## config.mk

```make
export PLATFORM = sky130hd
export DESIGN_NAME = prog_mem_boot_ctrl
export DESIGN_NICKNAME = d
export VERILOG_FILES = /design/src/rtl/prog_mem_boot_ctrl.sv
export SDC_FILE = /design/constraint.sdc
export NUM_CORES = 1
export LEC_CHECK = 0
export ABC_CLOCK_PERIOD_IN_PS = 2000
export CORE_MARGIN = 3
export CORE_UTILIZATION = 46
export CTS_CLUSTER_DIAMETER = 200
export DETAILED_ROUTE_END_ITERATION = 10
export PLACE_DENSITY = 0.83
export SLEW_MARGIN = 40
export SYNTH_ARGS = -nofsm -noshare
export SYNTH_HDL_FRONTEND = slang
export SYNTH_SLANG_ARGS = --single-unit
```

## constraint.sdc

```tcl
create_clock -name clk -period 2 [get_ports clk]
set_input_delay 0.2 -clock clk [delete_from_list [all_inputs] [get_ports clk]]
set_output_delay 0.2 -clock clk [all_outputs]
set_load 0.02 [all_outputs]
```

## src/rtl/prog_mem_boot_ctrl.sv

```systemverilog
// Program memory port owner: shares the memory address/write port between CPU
// instruction fetch (RUN) and a little-endian byte-stream boot loader (LOAD).
module prog_mem_boot_ctrl #(
    parameter int          MEMORY_DEPTH = 128,
    parameter int          DATA_WIDTH   = 32,
    parameter logic [31:0] TEXT_BASE    = 32'h0040_0000,
    localparam int         ADDR_W       = $clog2(MEMORY_DEPTH)
) (
    input  logic                  clk,
    input  logic                  reset,
    input  logic                  boot_start,
    input  logic                  run_req,
    input  logic [7:0]            rx_data,
    input  logic                  rx_valid,
    output logic                  rx_ready,
    input  logic [31:0]           cpu_pc,
    output logic                  cpu_stall,
    output logic                  addr_fault,
    output logic [ADDR_W-1:0]     mem_addr,
    output logic [DATA_WIDTH-1:0] mem_wdata,
    output logic                  mem_we,
    output logic [ADDR_W:0]       load_count,
    output logic                  boot_done,
    output logic                  load_err
);

    typedef enum logic [2:0] {
        IDLE,
        HDR0,
        HDR1,
        DATA,
        WRITE,
        DONE,
        RUN
    } state_t;

    state_t            state;
    logic [7:0]        n_lo;
    logic [ADDR_W:0]   n_words;
    logic [1:0]        byte_cnt;
    logic [23:0]       word_buf;
    logic [ADDR_W-1:0] word_idx;

    logic              rx_fire;
    logic [15:0]       hdr_n;
    logic [ADDR_W:0]   next_count;
    logic [29:0]       off_word;
    logic              pc_fault;

    assign rx_fire    = rx_valid & rx_ready;
    assign hdr_n      = {rx_data, n_lo};
    assign next_count = {1'b0, word_idx} + {{ADDR_W{1'b0}}, 1'b1};

    // TEXT_BASE is word aligned, so the word offset can be taken from the
    // upper PC bits directly; a misaligned PC is a fault and forces index 0.
    always_comb begin
        off_word   = cpu_pc[31:2] - TEXT_BASE[31:2];
        pc_fault   = (cpu_pc[1:0] != 2'b00) ||
                     (cpu_pc < TEXT_BASE) ||
                     ({2'b00, off_word} >= 32'(MEMORY_DEPTH));
        addr_fault = 1'b0;
        mem_addr   = word_idx;
        if (state == RUN) begin
            addr_fault = pc_fault;
            mem_addr   = pc_fault ? '0 : off_word[ADDR_W-1:0];
        end
    end

    // Control outputs are registered alongside each state transition, so they
    // always reflect the state being entered.
    always_ff @(posedge clk or negedge reset) begin
        if (!reset) begin
            state      <= IDLE;
            cpu_stall  <= 1'b1;
            rx_ready   <= 1'b0;
            mem_we     <= 1'b0;
            mem_wdata  <= '0;
            load_count <= '0;
            boot_done  <= 1'b0;
            load_err   <= 1'b0;
            n_lo       <= '0;
            n_words    <= '0;
            byte_cnt   <= '0;
            word_buf   <= '0;
            word_idx   <= '0;
        end else begin
            mem_we    <= 1'b0;
            boot_done <= 1'b0;
            case (state)
                IDLE, RUN: begin
                    if (boot_start) begin
                        state      <= HDR0;
                        cpu_stall  <= 1'b1;
                        rx_ready   <= 1'b1;
                        load_err   <= 1'b0;
                        load_count <= '0;
                        byte_cnt   <= '0;
                        word_idx   <= '0;
                    end else if (state == IDLE && run_req) begin
                        state     <= RUN;
                        cpu_stall <= 1'b0;
                    end
                end
                HDR0: begin
                    if (rx_fire) begin
                        n_lo  <= rx_data;
                        state <= HDR1;
                    end
                end
                HDR1: begin
                    if (rx_fire) begin
                        if (hdr_n == 16'd0) begin
                            state     <= DONE;
                            rx_ready  <= 1'b0;
                            boot_done <= 1'b1;
                        end else if (hdr_n > 16'(MEMORY_DEPTH)) begin
                            state    <= IDLE;
                            rx_ready <= 1'b0;
                            load_err <= 1'b1;
                        end else begin
                            state   <= DATA;
                            n_words <= hdr_n[ADDR_W:0];
                        end
                    end
                end
                DATA: begin
                    if (rx_fire) begin
                        byte_cnt <= byte_cnt + 2'd1;
                        case (byte_cnt)
                            2'd0: word_buf[7:0]   <= rx_data;
                            2'd1: word_buf[15:8]  <= rx_data;
                            2'd2: word_buf[23:16] <= rx_data;
                            default: begin
                                mem_wdata <= DATA_WIDTH'({rx_data, word_buf});
                                mem_we    <= 1'b1;
                                rx_ready  <= 1'b0;
                                state     <= WRITE;
                            end
                        endcase
                    end
                end
                WRITE: begin
                    load_count <= next_count;
                    // The index is only advanced when another word follows,
                    // so a full-depth load never wraps back to zero.
                    if (next_count == n_words) begin
                        state     <= DONE;
                        boot_done <= 1'b1;
                    end else begin
                        state    <= DATA;
                        word_idx <= next_count[ADDR_W-1:0];
                        rx_ready <= 1'b1;
                    end
                end
                DONE: begin
                    state     <= RUN;
                    cpu_stall <= 1'b0;
                end
                default: begin
                    state     <= IDLE;
                    cpu_stall <= 1'b1;
                    rx_ready  <= 1'b0;
                end
            endcase
        end
    end

endmodule
```

==> qor.csv <==
stage,metric,value,unit
critical_path,Worst EP arrival,2.41,ns
timing,Sum Neg Setup Slack,-0.865,ns
yosys,Post-synth EDFFs,0,
grt,vias in the first global route,3833,
critical_path,Worst R2R Start,word_idx[1],
yosys,Post-Syn Nets,435,
routing,Detailed Route WL,12.5,mm
yosys,ys async rst share,1.00,
routing,Post-DRT Antenna Nets,0,
critical_path,CP startpoint kind,register,
routing,Via density,5.40,
critical_path,worst setup path category,reg -> reg,
timing,"crit path setup slack, layout",-0.122,ns
timing,FMAX,471,MHz
cells_and_area,layout cell share with drive strength beyond 1,0.367,
routing,met2 wire length,6.61,mm
routing,post-route DRC violation count,0,
yosys,Yosys reg bits,97,
grt,initial antenna violation count,0,
timing,"Hold Vio Cnt, Final",0,
timing,post-route clock period utilization,1.06,
die,Rows,35,
timing,final setup skew,0.0139,ns
timing,Final Max Slew Viols,0,
power_and_ir_drop,power per cell area,962,mW/mm^2
power_and_ir_drop,Peak supply drop,0.628,mV
yosys,Post-Syn Area per Cell,11.9,um^2
cells_and_area,NumNets Final,587,
die,die area,0.0112,mm^2
routing,drt initial violations,187,
routing,Vias,3613,
clocking,clock buffer count from CTS,9,
placed_design,Placed Cells,648,
timing,crit path time final,2.12,ns
yosys,Mapped Cells,383,
critical_path,crit-path max cell delay,0.42,ns
critical_path,Setup crit start,word_idx[1],
die,io pins,98,
clocking,CTS sink count,97,
cells_and_area,Finished Layout Cells,669,
critical_path,Crit Path Max Fanout,10,
routing,top layer in use,met4,
clocking,H-tree depth,3,
grt,first-pass GRT wire length,19.8,mm
die,Starting Density,0.483,
placed_design,placed cell area,0.00609,mm^2
cells_and_area,post-layout instance area,0.00650,mm^2
placed_design,Post-DP HPWL,8.62,mm
routing,WL/cell,18.6,um
grt,total track usage,0.224,
critical_path,critical path's top delay family,compound AO/OA/AOI/OAI gates,
clocking,"Clk pin slew, worst setup/hold paths",0.11,ns
status,status,"complete, but fails checks",
yosys,Mapped Area,0.00457,mm^2
yosys,ys flop type,dfrtp_1,
timing,worst slew pin tran,0.612,ns
die,die width,106,um
yosys,Syn. warnings,0,
critical_path,CP cell instances,"ha_4, nand3_4, o21a_1, or3_4, a2111oi_4, buf_6, nor2_2, a311oi_2",
critical_path,WP data required,2.29,ns
routing,wl on met1,5.08,mm
timing,RSZ-0062 raised after global routing,true,
yosys,"Distinct cells, synth",54,
placed_design,PortBufs,97,
min_path,HP Class,in -> async,
die,Die Y,106,um
cells_and_area,Area Growth Syn to Fin,42.5,%
grt,global route overflow,0,
cells_and_area,ANT cells,0,
status,failing checks,negative setup slack,
clocking,clock tree from TritonCTS,built,
clocking,CTS root buffer,clkbuf_8,
die,core area,0.00946,mm^2
routing,metal3 WL,524,um
timing,# setup viols final,10,
power_and_ir_drop,Leakage,0.00297,uW
clocking,clock buffer depth,2,
critical_path,CP max-delay cell,dfrtp_1,
run,Max Cap Violations,0,
timing,Slew Limit Headroom,0.592,
critical_path,crit path buf inv count,1,
placed_design,Final GP Congestion,0.914,
clocking,Clock Latency Late Sink,0.38,ns
critical_path,crit end category,register,
routing,DRT Pass-1 Iters,4,
yosys,sequential-to-total area share from yosys stat,0.532,
grt,largest net degree at the start of global routing,49,
[cell usage after synthesis (all sizes together), types with 3 or more instances]
| cell | n | share of area |
|---|---|---|
| o21a | 3 | 0.0049 |
| dfrtp | 96 | 0.53 |
| nor2 | 15 | 0.013 |
| nand3 | 5 | 0.0082 |
| nor3b | 3 | 0.0049 |
| o21ai | 24 | 0.026 |
| a21oi | 6 | 0.0066 |
| o31ai | 4 | 0.0066 |
| mux2 | 73 | 0.18 |
| inv | 16 | 0.013 |
| or3 | 3 | 0.0052 |
| nand2b | 6 | 0.0082 |
| ha | 7 | 0.019 |
| xor2 | 7 | 0.013 |
| nand2 | 31 | 0.025 |
| nor4 | 9 | 0.016 |
| nand4 | 4 | 0.0055 |
| nor2b | 3 | 0.0041 |
| buf | 8 | 0.0099 |
| xnor2 | 4 | 0.0077 |
| nor3 | 10 | 0.012 |
| o211ai | 3 | 0.0049 |
| o22ai | 10 | 0.014 |
| clkbuf | 7 | 0.0058 |
[worst register-to-register path, stage by stage, from the launching register on]
cell and delay, ns:
dfrtp_1 0.42, ha_4 0.21, nand3_4 0.10, o21a_1 0.21
or3_4 0.35, a2111oi_4 0.33, buf_6 0.19, nor2_2 0.05
a311oi_2 0.17
[area by class of cell]
class / instances / area (um^2)
Clock buffer: 10 / 138
Multi-Input combinational cell: 255 / 2190
Fill cell: 665 / 2950
Timing Repair Buffer: 156 / 1440
Inverter: 16 / 60.1
Sequential cell: 97 / 2430
Tap cell: 129 / 161
Clock inverter: 6 / 80.1
[where the power goes]
part,internal [uW],switching (uW)
Clock,643,763
Combinational,1080,1050
Sequential,2410,313
[metrics by stage]
| step | total power, uW | utilization | hold WS (ns) | setup slack [ns] |
|---|---|---|---|---|
| final | 6260 | 0.688 | 0.389 | -0.122 |
| after global routing | 6570 | 0.688 | 0.439 | -0.198 |
| after CTS | 6210 | 0.674 | 0.379 | -0.112 |
| after detailed placement | 4740 | 0.644 | 0.255 | -0.772 |
| after global placement | 4620 | 0.644 | 0.239 | -0.637 |
| after floorplan | 3840 | - | -0.0956 | -0.0206 |
[layout by cell type (no fill, tap or decap), drive strengths merged, types with 3 or more instances in the layout]
| master | synthesis | routed |
|---|---|---|
| o21a | 3 | 3 |
| nand2 | 31 | 31 |
| o22ai | 10 | 10 |
| nand4 | 4 | 4 |
| xnor2 | 4 | 4 |
| ha | 7 | 7 |
| a21oi | 6 | 6 |
| xor2 | 7 | 7 |
| dfrtp | 96 | 96 |
| nor2 | 15 | 15 |
| o31ai | 4 | 4 |
| dlygate4sd2 | 0 | 13 |
| nor4 | 9 | 9 |
| buf | 8 | 66 |
| clkdlybuf4s50 | 0 | 68 |
| o211ai | 3 | 3 |
| clkdlybuf4s15 | 0 | 3 |
| nor2b | 3 | 3 |
| or3 | 3 | 3 |
| nand2b | 6 | 6 |
| nor3b | 3 | 3 |
| clkbuf | 7 | 13 |
| nand3 | 5 | 5 |
| nor3 | 10 | 10 |
| o21ai | 24 | 24 |
| inv | 16 | 20 |
| mux2 | 73 | 73 |
[sequential cells by signal (all words and copies together), names as in the netlist]
signal and count:
boot_done 1, load_err 1, byte_cnt 2, n_lo 8
mem_we 1, cpu_stall 1, n_words 8, word_idx 7
rx_ready 1, state 3, load_count 8, word_buf 24
mem_wdata 32
[path summary, 6_finish.rpt]
path | slack [ns] | cells past startpoint | endpoint
setup / recovery | -0.12 | 8 | state[2]
hold / removal | 0.39 | 2 | word_buf[7]
setup reg to reg | -0.12 | 8 | state[2]
hold reg to reg | 0.52 | 1 | word_buf[6]
max in group asynchronous | 0.93 | 3 | mem_wdata[25]
min in group clk | 0.52 | 1 | word_buf[6]
[what timing repair did]
| item | 4_1_cts | 5_1_grt |
|---|---|---|
| setup buffers | 1 | 3 |
| endpoints found under the setup margin | 27 | 27 |
| resized for setup | 90 | 42 |
| pin swaps | 14 | 14 |
| hold endpoints to repair | 45 | 0 |
| hold buffers | 1 | 0 |
[cells by family (layout without fill, tap and decap cells)]
| family | count (synthesis) | count (layout) | share of synthesized area |
|---|---|---|---|
| flops | 97 | 97 | 0.532 |
| xor+xnor | 12 | 12 | 0.0263 |
| mux | 73 | 73 | 0.180 |
| fa+ha+maj | 7 | 7 | 0.0192 |
| simple gates | 99 | 99 | 0.120 |
| compound gates | 64 | 64 | 0.0940 |
| buf+inv | 31 | 188 | 0.0288 |
[routing by layer]
metal / track usage / vias up
li1: - / 1673
met1: 0.275 / 1812
met2: 0.399 / 107
met3: 0.0453 / 21
met4: 0.0675 / 0
met5: 0 / -
Note: power is estimated with default switching activity, not from simulation.
